$ cat src/rtl/jt12_wrqueue_if.sv
// Host-side write port and core-side bus pins of the jt12 register-write queue.
// master = CPU/host side, slave = the queue itself.
interface jt12_wrqueue_if #(
   parameter int DEPTH_LOG2 = 3
);
   logic                  host_wr;
   logic [1:0]            host_addr;
   logic [7:0]            host_din;
   logic                  host_full;
   logic                  host_idle;
   logic [DEPTH_LOG2:0]   level;
   logic                  overflow;
   logic                  to_err;
   logic                  clr_err;
   logic [7:0]            ym_din;
   logic [1:0]            ym_addr;
   logic                  ym_cs_n;
   logic                  ym_wr_n;
   logic                  ym_busy;

   modport master (
      output host_wr, host_addr, host_din, clr_err, ym_busy,
      input  host_full, host_idle, level, overflow, to_err,
             ym_din, ym_addr, ym_cs_n, ym_wr_n
   );

   modport slave (
      input  host_wr, host_addr, host_din, clr_err, ym_busy,
      output host_full, host_idle, level, overflow, to_err,
             ym_din, ym_addr, ym_cs_n, ym_wr_n
   );
endinterface

$ cat src/rtl/jt12_wrqueue.sv
// FIFO of CPU register writes replayed onto the jt12 bus; first strobe one clk after the push,
// strobe held until a cen edge, busy polled after data writes; pushes at full are dropped (sticky overflow).
module jt12_wrqueue #(
   parameter int DEPTH_LOG2   = 3,
   parameter int BUSY_TIMEOUT = 255
) (
   input  logic           clk,
   input  logic           rst_n,
   input  logic           cen,
   jt12_wrqueue_if.slave  bus
);
   localparam int DEPTH = 1 << DEPTH_LOG2;
   localparam logic [DEPTH_LOG2:0] FULL_LEVEL = {1'b1, {DEPTH_LOG2{1'b0}}};

   localparam logic [1:0] ST_IDLE   = 2'd0;
   localparam logic [1:0] ST_STROBE = 2'd1;
   localparam logic [1:0] ST_GAP    = 2'd2;
   localparam logic [1:0] ST_WAIT   = 2'd3;

   logic [9:0]            mem [DEPTH];
   logic [DEPTH_LOG2-1:0] wr_ptr;
   logic [DEPTH_LOG2-1:0] rd_ptr;
   logic [DEPTH_LOG2:0]   level;
   logic [1:0]            state;
   logic [7:0]            timer;
   logic                  is_data;
   logic                  cs_n;
   logic                  wr_n;
   logic [1:0]            addr;
   logic [7:0]            din;
   logic                  overflow;
   logic                  to_err;
   logic                  full;
   logic                  push;
   logic                  pop;
   logic                  to_set;
   logic [9:0]            head;

   // full comes from the registered level, so a same-cycle pop never rescues a push at full
   assign full   = (level == FULL_LEVEL);
   assign push   = bus.host_wr && !full;
   assign pop    = (state == ST_IDLE) && (level != '0);
   assign head   = mem[rd_ptr];
   assign to_set = (state == ST_WAIT) && cen && bus.ym_busy && (timer == 8'd1);

   always_ff @(posedge clk) begin
      if (push) mem[wr_ptr] <= {bus.host_addr, bus.host_din};
   end

   always_ff @(posedge clk or negedge rst_n) begin
      if (!rst_n) begin
         wr_ptr <= '0;
         rd_ptr <= '0;
         level  <= '0;
      end else begin
         if (push) wr_ptr <= wr_ptr + 1'b1;
         if (pop)  rd_ptr <= rd_ptr + 1'b1;
         case ({push, pop})
            2'b10:   level <= level + 1'b1;
            2'b01:   level <= level - 1'b1;
            default: level <= level;
         endcase
      end
   end

   always_ff @(posedge clk or negedge rst_n) begin
      if (!rst_n) begin
         state   <= ST_IDLE;
         cs_n    <= 1'b1;
         wr_n    <= 1'b1;
         addr    <= 2'd0;
         din     <= 8'd0;
         is_data <= 1'b0;
         timer   <= 8'd0;
      end else begin
         case (state)
            ST_IDLE: if (pop) begin
               addr    <= head[9:8];
               din     <= head[7:0];
               is_data <= head[8];
               cs_n    <= 1'b0;
               wr_n    <= 1'b0;
               state   <= ST_STROBE;
            end
            ST_STROBE: if (cen) begin
               cs_n    <= 1'b1;
               wr_n    <= 1'b1;
               addr[0] <= 1'b0;   // point the core at its status word while polling busy
               state   <= ST_GAP;
            end
            ST_GAP: if (cen) begin
               if (is_data) begin
                  timer <= 8'(BUSY_TIMEOUT);
                  state <= ST_WAIT;
               end else begin
                  state <= ST_IDLE;
               end
            end
            default: if (cen) begin
               if (!bus.ym_busy || timer == 8'd1) state <= ST_IDLE;
               else                               timer <= timer - 8'd1;
            end
         endcase
      end
   end

   // set beats clear when both land on the same edge
   always_ff @(posedge clk or negedge rst_n) begin
      if (!rst_n) begin
         overflow <= 1'b0;
         to_err   <= 1'b0;
      end else begin
         if (bus.host_wr && full) overflow <= 1'b1;
         else if (bus.clr_err)    overflow <= 1'b0;
         if (to_set)              to_err   <= 1'b1;
         else if (bus.clr_err)    to_err   <= 1'b0;
      end
   end

   assign bus.host_full = full;
   assign bus.host_idle = (level == '0) && (state == ST_IDLE);
   assign bus.level     = level;
   assign bus.overflow  = overflow;
   assign bus.to_err    = to_err;
   assign bus.ym_din    = din;
   assign bus.ym_addr   = addr;
   assign bus.ym_cs_n   = cs_n;
   assign bus.ym_wr_n   = wr_n;
endmodule

$ cat src/flat_wrapper.sv
// flat-port wrapper written by rule: the top's interface ports become plain ports
module jt12_wrqueue_flat 
#(
   parameter int DEPTH_LOG2   = 3,
   parameter int BUSY_TIMEOUT = 255
)
  (clk, rst_n, cen, bus_host_wr, bus_host_addr, bus_host_din, bus_clr_err, bus_ym_busy, bus_host_full, bus_host_idle, bus_level, bus_overflow, bus_to_err, bus_ym_din, bus_ym_addr, bus_ym_cs_n, bus_ym_wr_n);
  jt12_wrqueue_if #(.DEPTH_LOG2(DEPTH_LOG2)) bus_i ();
  input  logic clk;
  input  logic rst_n;
  input  logic cen;
  input wire logic [$bits(bus_i.host_wr)-1:0] bus_host_wr;
  input wire logic [$bits(bus_i.host_addr)-1:0] bus_host_addr;
  input wire logic [$bits(bus_i.host_din)-1:0] bus_host_din;
  input wire logic [$bits(bus_i.clr_err)-1:0] bus_clr_err;
  input wire logic [$bits(bus_i.ym_busy)-1:0] bus_ym_busy;
  output wire logic [$bits(bus_i.host_full)-1:0] bus_host_full;
  output wire logic [$bits(bus_i.host_idle)-1:0] bus_host_idle;
  output wire logic [$bits(bus_i.level)-1:0] bus_level;
  output wire logic [$bits(bus_i.overflow)-1:0] bus_overflow;
  output wire logic [$bits(bus_i.to_err)-1:0] bus_to_err;
  output wire logic [$bits(bus_i.ym_din)-1:0] bus_ym_din;
  output wire logic [$bits(bus_i.ym_addr)-1:0] bus_ym_addr;
  output wire logic [$bits(bus_i.ym_cs_n)-1:0] bus_ym_cs_n;
  output wire logic [$bits(bus_i.ym_wr_n)-1:0] bus_ym_wr_n;
  assign bus_i.host_wr = bus_host_wr;
  assign bus_i.host_addr = bus_host_addr;
  assign bus_i.host_din = bus_host_din;
  assign bus_i.clr_err = bus_clr_err;
  assign bus_i.ym_busy = bus_ym_busy;
  assign bus_host_full = bus_i.host_full;
  assign bus_host_idle = bus_i.host_idle;
  assign bus_level = bus_i.level;
  assign bus_overflow = bus_i.overflow;
  assign bus_to_err = bus_i.to_err;
  assign bus_ym_din = bus_i.ym_din;
  assign bus_ym_addr = bus_i.ym_addr;
  assign bus_ym_cs_n = bus_i.ym_cs_n;
  assign bus_ym_wr_n = bus_i.ym_wr_n;
  jt12_wrqueue #(.DEPTH_LOG2(DEPTH_LOG2), .BUSY_TIMEOUT(BUSY_TIMEOUT)) u_core (.clk(clk), .rst_n(rst_n), .cen(cen), .bus(bus_i));
endmodule
$ cat config.mk
export PLATFORM = sky130hd
export DESIGN_NAME = jt12_wrqueue_flat
export DESIGN_NICKNAME = d
export VERILOG_FILES = /design/src/rtl/jt12_wrqueue_if.sv /design/src/rtl/jt12_wrqueue.sv /design/src/flat_wrapper.sv
export SDC_FILE = /design/constraint.sdc
export NUM_CORES = 1
export LEC_CHECK = 0
export BUFFER_PORTS_ARGS = -buffer_cell sky130_fd_sc_hd__buf_4
export CORE_MARGIN = 2
export CORE_UTILIZATION = 55
export CTS_BUF_LIST = sky130_fd_sc_hd__clkbuf_8
export CTS_CLUSTER_DIAMETER = 60
export DETAILED_ROUTE_END_ITERATION = 10
export PLACE_DENSITY = 0.76
export SLEW_MARGIN = 0
export SYNTH_ARGS = -nofsm -noshare
export SYNTH_HDL_FRONTEND = slang
export SYNTH_SLANG_ARGS = --single-unit
$ cat constraint.sdc
create_clock -name clk -period 6.4 [get_ports clk]
set_input_delay 0.64 -clock clk [delete_from_list [all_inputs] [get_ports clk]]
set_output_delay 0.64 -clock clk [all_outputs]
set_load 0.1 [all_outputs]
# After elaboration in Yosys (flattened, before gate mapping)
# Memory sizes are Yosys's and may differ from the RTL's.
# Index checks and enable logic that the tools add are counted.
op_classes:
  muxes: 24
  bitwise_logic: 1
  reduce_logical: 24
  n_addsub: 5
  n_eq_ne: 12
ops:
  columns: ["operator", "count"]
  rows:
  - ["$mux 8", 4]
  - ["$pmux 8 s2", 1]
  - ["$mux 2", 6]
  - ["$reduce_bool 2->1", 5]
  - ["$mux 1", 9]
  - ["$eq 8x1->1 const B", 1]
  - ["$pmux 4 s2", 1]
  - ["$reduce_bool 4->1", 2]
  - ["$sub 8x1->8 const B", 1]
  - ["$logic_and 1x1->1", 7]
  - ["$add 3x1->3 const B", 2]
  - ["$eq 2x2->1 const B", 3]
  - ["$ne 2x2->1 const B", 3]
  - ["$pmux 2 s3", 1]
  - ["$reduce_and 5->1", 1]
  - ["$add 4x1->4 const B", 1]
  - ["$eq 2x1->1 const B", 2]
  - ["$eq 4x4->1 const B", 1]
  - ["$logic_not 4->1", 1]
  - ["$ne 2x1->1 const B", 2]
  - ["$pmux 1 s2", 2]
  - ["$reduce_and 4->1", 1]
  - ["$sub 4x1->4 const B", 1]
  - ["$reduce_and 3->1", 1]
  - ["other kinds (6)", 7]
word_totals:
  out_inout_bits: 20
  reg_bits: 34
  elab_cells: 79
  mem_bits_rw: 80
  mem_count: 1
  inputBits: 16
mem_list:
  columns: ["name", "words", "width", "read_ports", "rd_clocked_by_memory_dff", "write_ports", "line", "text"]
  rows:
  - ["u_core.mem", 8, 10, 1, 0, 1, "jt12_wrqueue.sv:20", "logic [9:0] mem [DEPTH];"]

# Depth between registers and ports, before layout
depth:
  depth_word: 5
  depth_mapped: 12
  depth_no_buf: 11

# Worst setup path before layout
# OpenSTA, ideal clock, no wires.
synth_path:
  path_type: "register -> register"
  from: "register u_core.level[3] (netlist: u_core.bus.level[3])"
  to: "register u_core.level[2] (netlist: u_core.bus.level[2])"
  required_time_ps: 6232
  synth_period_minus_slack_ps: 4543
  arrival_ps: 4375
  stages_incl_launch_ff: 11
  path_buffers: 0
  setup_slack_ps: 1857
  setup_ps: 168
  cell_sequence: "dfrtp_1 > nor4b_2 > nor2b_1 > inv_2 > ha_1 > xor2_1 > ha_1 > a21oi_1 > xor2_1 > nor2_1 > xor2_1"
synth_via:
  elab_chain_len: 5
  word_cells_on_any_way: 9
  classes_between: "eq/ne: 3; mux: 1; reduce/logical: 5"
synth_rtl:
  columns: ["element", "line", "text"]
  rows:
  - ["start: declaration", "jt12_wrqueue.sv:23", "logic [DEPTH_LOG2:0] level;"]
  - ["start signal: assignment", "jt12_wrqueue.sv:59", "2'b10: level <= level + 1'b1;"]
  - ["start signal: assignment", "jt12_wrqueue.sv:60", "2'b01: level <= level - 1'b1;"]
  - ["start signal: assignment", "jt12_wrqueue.sv:61", "default: level <= level;"]
  - ["$eq 4x4->1 (*)", "jt12_wrqueue.sv:40", "assign full = (level == FULL_LEVEL);"]
  - ["named net bus_host_full", "flat_wrapper.sv:17", "output wire logic [$bits(bus_i.host_full)-1:0] bus_host_full;"]
  - ["$logic_not 1->1 (*)", "jt12_wrqueue.sv:41", "assign push = bus.host_wr && !full;"]
  - ["$logic_and 1x1->1 (*)", "jt12_wrqueue.sv:41", null]
  - ["$eq 2x1->1 or $eq 2x2->1 (tied branches)", "jt12_wrqueue.sv:58", "case ({push, pop})"]
  - ["$pmux 4 s2 or $reduce_bool 2->1 (tied branches)", null, null]
# The timed path passes the listed nets; every way through them passes the cells marked *.
# A chain may end at the register's enable or synchronous reset.

# Worst setup path in the final report
layout_path:
  from: "register u_core.level[1] (netlist: u_core.bus.level[1])"
  to: "register u_core.level[2] (netlist: u_core.bus.level[2])"
layout_via:
  word_cells_on_any_way: 11
  classes_between: "add/sub: 2; eq/ne: 3; mux: 1; reduce/logical: 5"
layout_lines:
  columns: ["element", "line", "text"]
  rows:
  - ["$reduce_bool 4->1 (*)", "jt12_wrqueue.sv:42", "assign pop = (state == ST_IDLE) && (level != '0);"]
  - ["$logic_and 1x1->1 (*)", "jt12_wrqueue.sv:42", null]
  - ["named net u_core.pop", "jt12_wrqueue.sv:35", "logic pop;"]
  - ["$eq 2x1->1 or $eq 2x2->1 (tied branches)", "jt12_wrqueue.sv:58", null]
  - ["$pmux 4 s2 or $reduce_bool 2->1 (tied branches)", null, null]
# Marked as above.

==> summary.md <==
| Metric | Value |
|---|---|
| Routed length per instance | about 18 µm |
| Final worst setup slack | ~3400 ps |
| Crit end category | flop |
| Number of global-route vias before repair | between 2,000 and 3,000 |
| Num CTS Buffers | 17 |
| Post-cts resize count | 0 |
| Critical-path cell list | nor4_4 -> nand2b_1 -> inv_1 -> ha_1 -> xor2_1 -> ha_1 -> a21oi_1 -> xor2_1 -> nor2_1 -> xor2_1 |
| Total track usage | 0.1895 |
| R2R Setup Slk | roughly 3400 ps |
| Detailed-route via count | 2,574 |
| Most frequent CP cell | xor2_1 |
| Cell internal pwr | between 1.5 and 2 mW |
| Inserted Diodes | 0 |
| #FFs+latches synth | between 100 and 150 |
| Top cell type's share of synthesized area | 0.4954 |
| Worst setup SP type | flop |
| CP peak stage delay | between 600 and 700 ps |
| Sw power | between 1 and 1.5 mW |
| Ys Warns | 0 |
| Distinct cells, synth | 43 |
| Slowest CP cell | nand2b_1 |
| HPWL Detailed | roughly 5300 µm |
| Synth area leaders | edfxtp_1, dfrtp_1, mux4_2 |
| Fmax achieved | between 0.3 and 0.4 GHz |
| Avg Vias per Cell | between 5 and 6 |
| P&R area growth vs syn | 16.02% |
| Share of cells above drive strength 1 | 0.3017 |
| Synth area leader | edfxtp_1 |
| DR DRC count | 0 |
| Net Sw Frac | 0.4232 |
| Post-CTS Setup Repair Bufs | 0 |
| Clock latency on the worst-skew pair | around 420 ps |
| Max-Cap Viols | 0 |
| GPL Wtd Cong | around 0.75 |
| # rows | 34 |
| Clock slew at reported path FFs | ~70 ps |
| Register share of total power | 0.389 |
| Largest net degree at the start of global routing | 35 |
| ANT nets after route | 0 |
| WP data arrival | between 3000 and 4000 ps |
| Worst-path fanout max | 24 |
| CTS tree | built |
| Peak VDD IR | between 0.0002 and 0.00025 V |
| Seq/Total Area, Yosys | 0.6711 |
| Reg area | 3254 µm² |
| CP required | about 6700 ps |
| H-Tree Depth | 4 |
| Status | complete, no violations |
| Fin nets | about 370 |
| Final period util | 0.4721 |
| Period minus WS final | between 3000 and 4000 ps |
| GRT overflow | 0 |
| First-pass GRT wire length | about 14,000 µm |
| Die Wd | slightly below 100 µm |
| Final WL | between 8000 and 9000 µm |
| Worst-margin pin slew | about 1100 ps |
| Clock power share | 0.213 |
| # fillers | 618 |
| Core ar. | about 8600 µm² |
| WS Path Type | reg -> reg |
| Comb power frac | 0.399 |
| RSZ-0062 raised after global routing | false |
| Sum Neg Setup Slack | 0 ps |
| Mapped cell area | 4850 µm² |
| Initial antenna violation count | 0 |
| Endpoints failing setup | 0 |
| Fin. max-slew vios | 0 |
| Initial Util | 0.5616 |
| Hold crit path type | in -> async |
| DIE AREA | 9584 µm² |
| P_leak | between 2 and 2.5 nW |
| CTS Buffer Depth | 2 |
| Clock Sinks | about 110 |
| Pwr Total | between 2 and 3 mW |
| Multi-input logic area | roughly 1500 µm² |
| IO buf count | 35 |
| Placed Instances | 434 |
| Relative slew slack | 0.2851 |
| First-pass iteration count of the detailed router | 4 |
| Power per cell area | 530.3 nW/µm² |
| Worst Skew | ~6.4 ps |
| Initial DRC count | approximately 180 |
| Synth Area per Inst | between 15 and 20 µm² |
| Clock root cell | clkbuf_8 |
| # IOs | 36 |
| Hold Vio Cnt, Final | 0 |
| Syn_nets | 324 |
| Post-placement setup slack | approximately 3400 ps |
| CTS Hold Buffers Added | 0 |
| Syn Inst Count | about 300 |
| Die height | 97.90 µm |
| Fin cells | 466 |
## synthesized netlist by cell type (all sizes together)
master / n
edfxtp: 80
a31oi: 3
nor2: 10
ha: 12
o21ai: 16
inv: 8
nor4: 3
nor3: 6
nor3b: 5
and3: 3
nor4b: 1
dfstp: 1
xor2: 3
a21oi: 10
clkbuf: 5
and2: 1
or3: 2
nor4bb: 1
mux4: 20
xnor2: 7
nor2b: 2
buf: 6
mux2: 2
nand2: 25
nand4bb: 1
mux2i: 15
nand2b: 5
o22ai: 2
nand3: 1
o31ai: 1
a2111oi: 1
dfrtp: 33
and4: 2
a211oi: 3
## worst max-delay path, delay by kind of cell (launching register included)
kind | cells | cell delay, ps
adders and majority gates | 2 | 520
buffers and inverters | 1 | 220
AOI/OAI and AO/OA | 1 | 140
xor gates and xnor gates | 3 | 460
and+or+nand+nor | 3 | 1060
DFF | 1 | 500
## flip-flops by register name (all words and copies together), names as in the netlist
signal               flops
u_core.bus.level         4
u_core.bus.overflow      1
u_core.bus.to_err        1
u_core.bus.ym_addr       2
u_core.bus.ym_cs_n       1
u_core.bus.ym_din        8
u_core.is_data           1
u_core.mem              80
u_core.rd_ptr            3
u_core.state             2
u_core.timer             8
u_core.wr_ptr            3
## stage by stage
| stage | util | cell area (µm²) | hold slack (ps) |
|---|---|---|---|
| floorplan | - | 4850 | 344.4 |
| global placement | 0.6074 | 5245 | 479.6 |
| detailed placement | 0.6074 | 5245 | 495.4 |
| CTS | 0.6516 | 5627 | 156.0 |
| global route | 0.6516 | 5627 | 180.2 |
| finish | 0.6516 | 5627 | 154.6 |
## cells by family after synthesis
group | Yosys count | share of synthesized area
xor+xnor | 10 | 0.01806
flops | 114 | 0.6711
simple gates | 68 | 0.08798
buf+inv | 19 | 0.01729
compound gates | 36 | 0.04618
fa+ha+maj | 12 | 0.03096
mux | 37 | 0.1285
## power by group through the flow
stage,Clock [mW],Combinational (mW),Sequential [mW]
2_1_floorplan,0,0.664,1.44
3_3_place_gp,0,1.18,1.17
3_5_place_dp,0,1.20,1.18
4_1_cts,0.644,1.21,1.16
5_1_grt,0.678,1.29,1.19
6_report,0.634,1.19,1.16
## cell type report
cell class | count | area share
Tap cell | 108 | 0.02402
Inverter | 8 | 0.005337
Clock buffer | 17 | 0.04158
Timing Repair Buffer | 41 | 0.05470
Clock inverter | 15 | 0.02624
Multi-Input combinational cell | 163 | 0.2697
Sequential cell | 114 | 0.5784
## final timing paths
path	cells past startpoint	startpoint	endpoint
min in group clk	2	bus_clr_err	u_core.bus.to_err
max in group asynchronous	1	rst_n	u_core.bus.ym_cs_n
worst max-delay path	10	u_core.bus.level[1]	u_core.bus.level[2]
worst min-delay path	1	rst_n	u_core.bus.level[2]
worst max register to register	10	u_core.bus.level[1]	u_core.bus.level[2]
worst min register to register	2	u_core.bus.ym_din[5]	u_core.bus.ym_din[5]
## placed cells by master, fill, tap and decap left out, types with 5 or more instances in the layout
master / n
nand2b_1: 5
dfrtp_1: 33
buf_4: 41
ha_1: 12
nor2_1: 10
mux2i_1: 15
nand2_1: 24
inv_1: 7
a21oi_1: 10
o21ai_0: 13
xnor2_1: 7
edfxtp_1: 80
nor3_1: 6
inv_6: 6
clkbuf_8: 17
mux4_2: 20
## layer usage
metal	vias up	share of wire	GRT usage
met4	0	0.016	0.07051
met3	16	0.058	0.04009
met2	74	0.48	0.2993
li1	1232	-	-
met5	-	0	0
met1	1252	0.44	0.2642
Power figures use the tool's default switching activity.
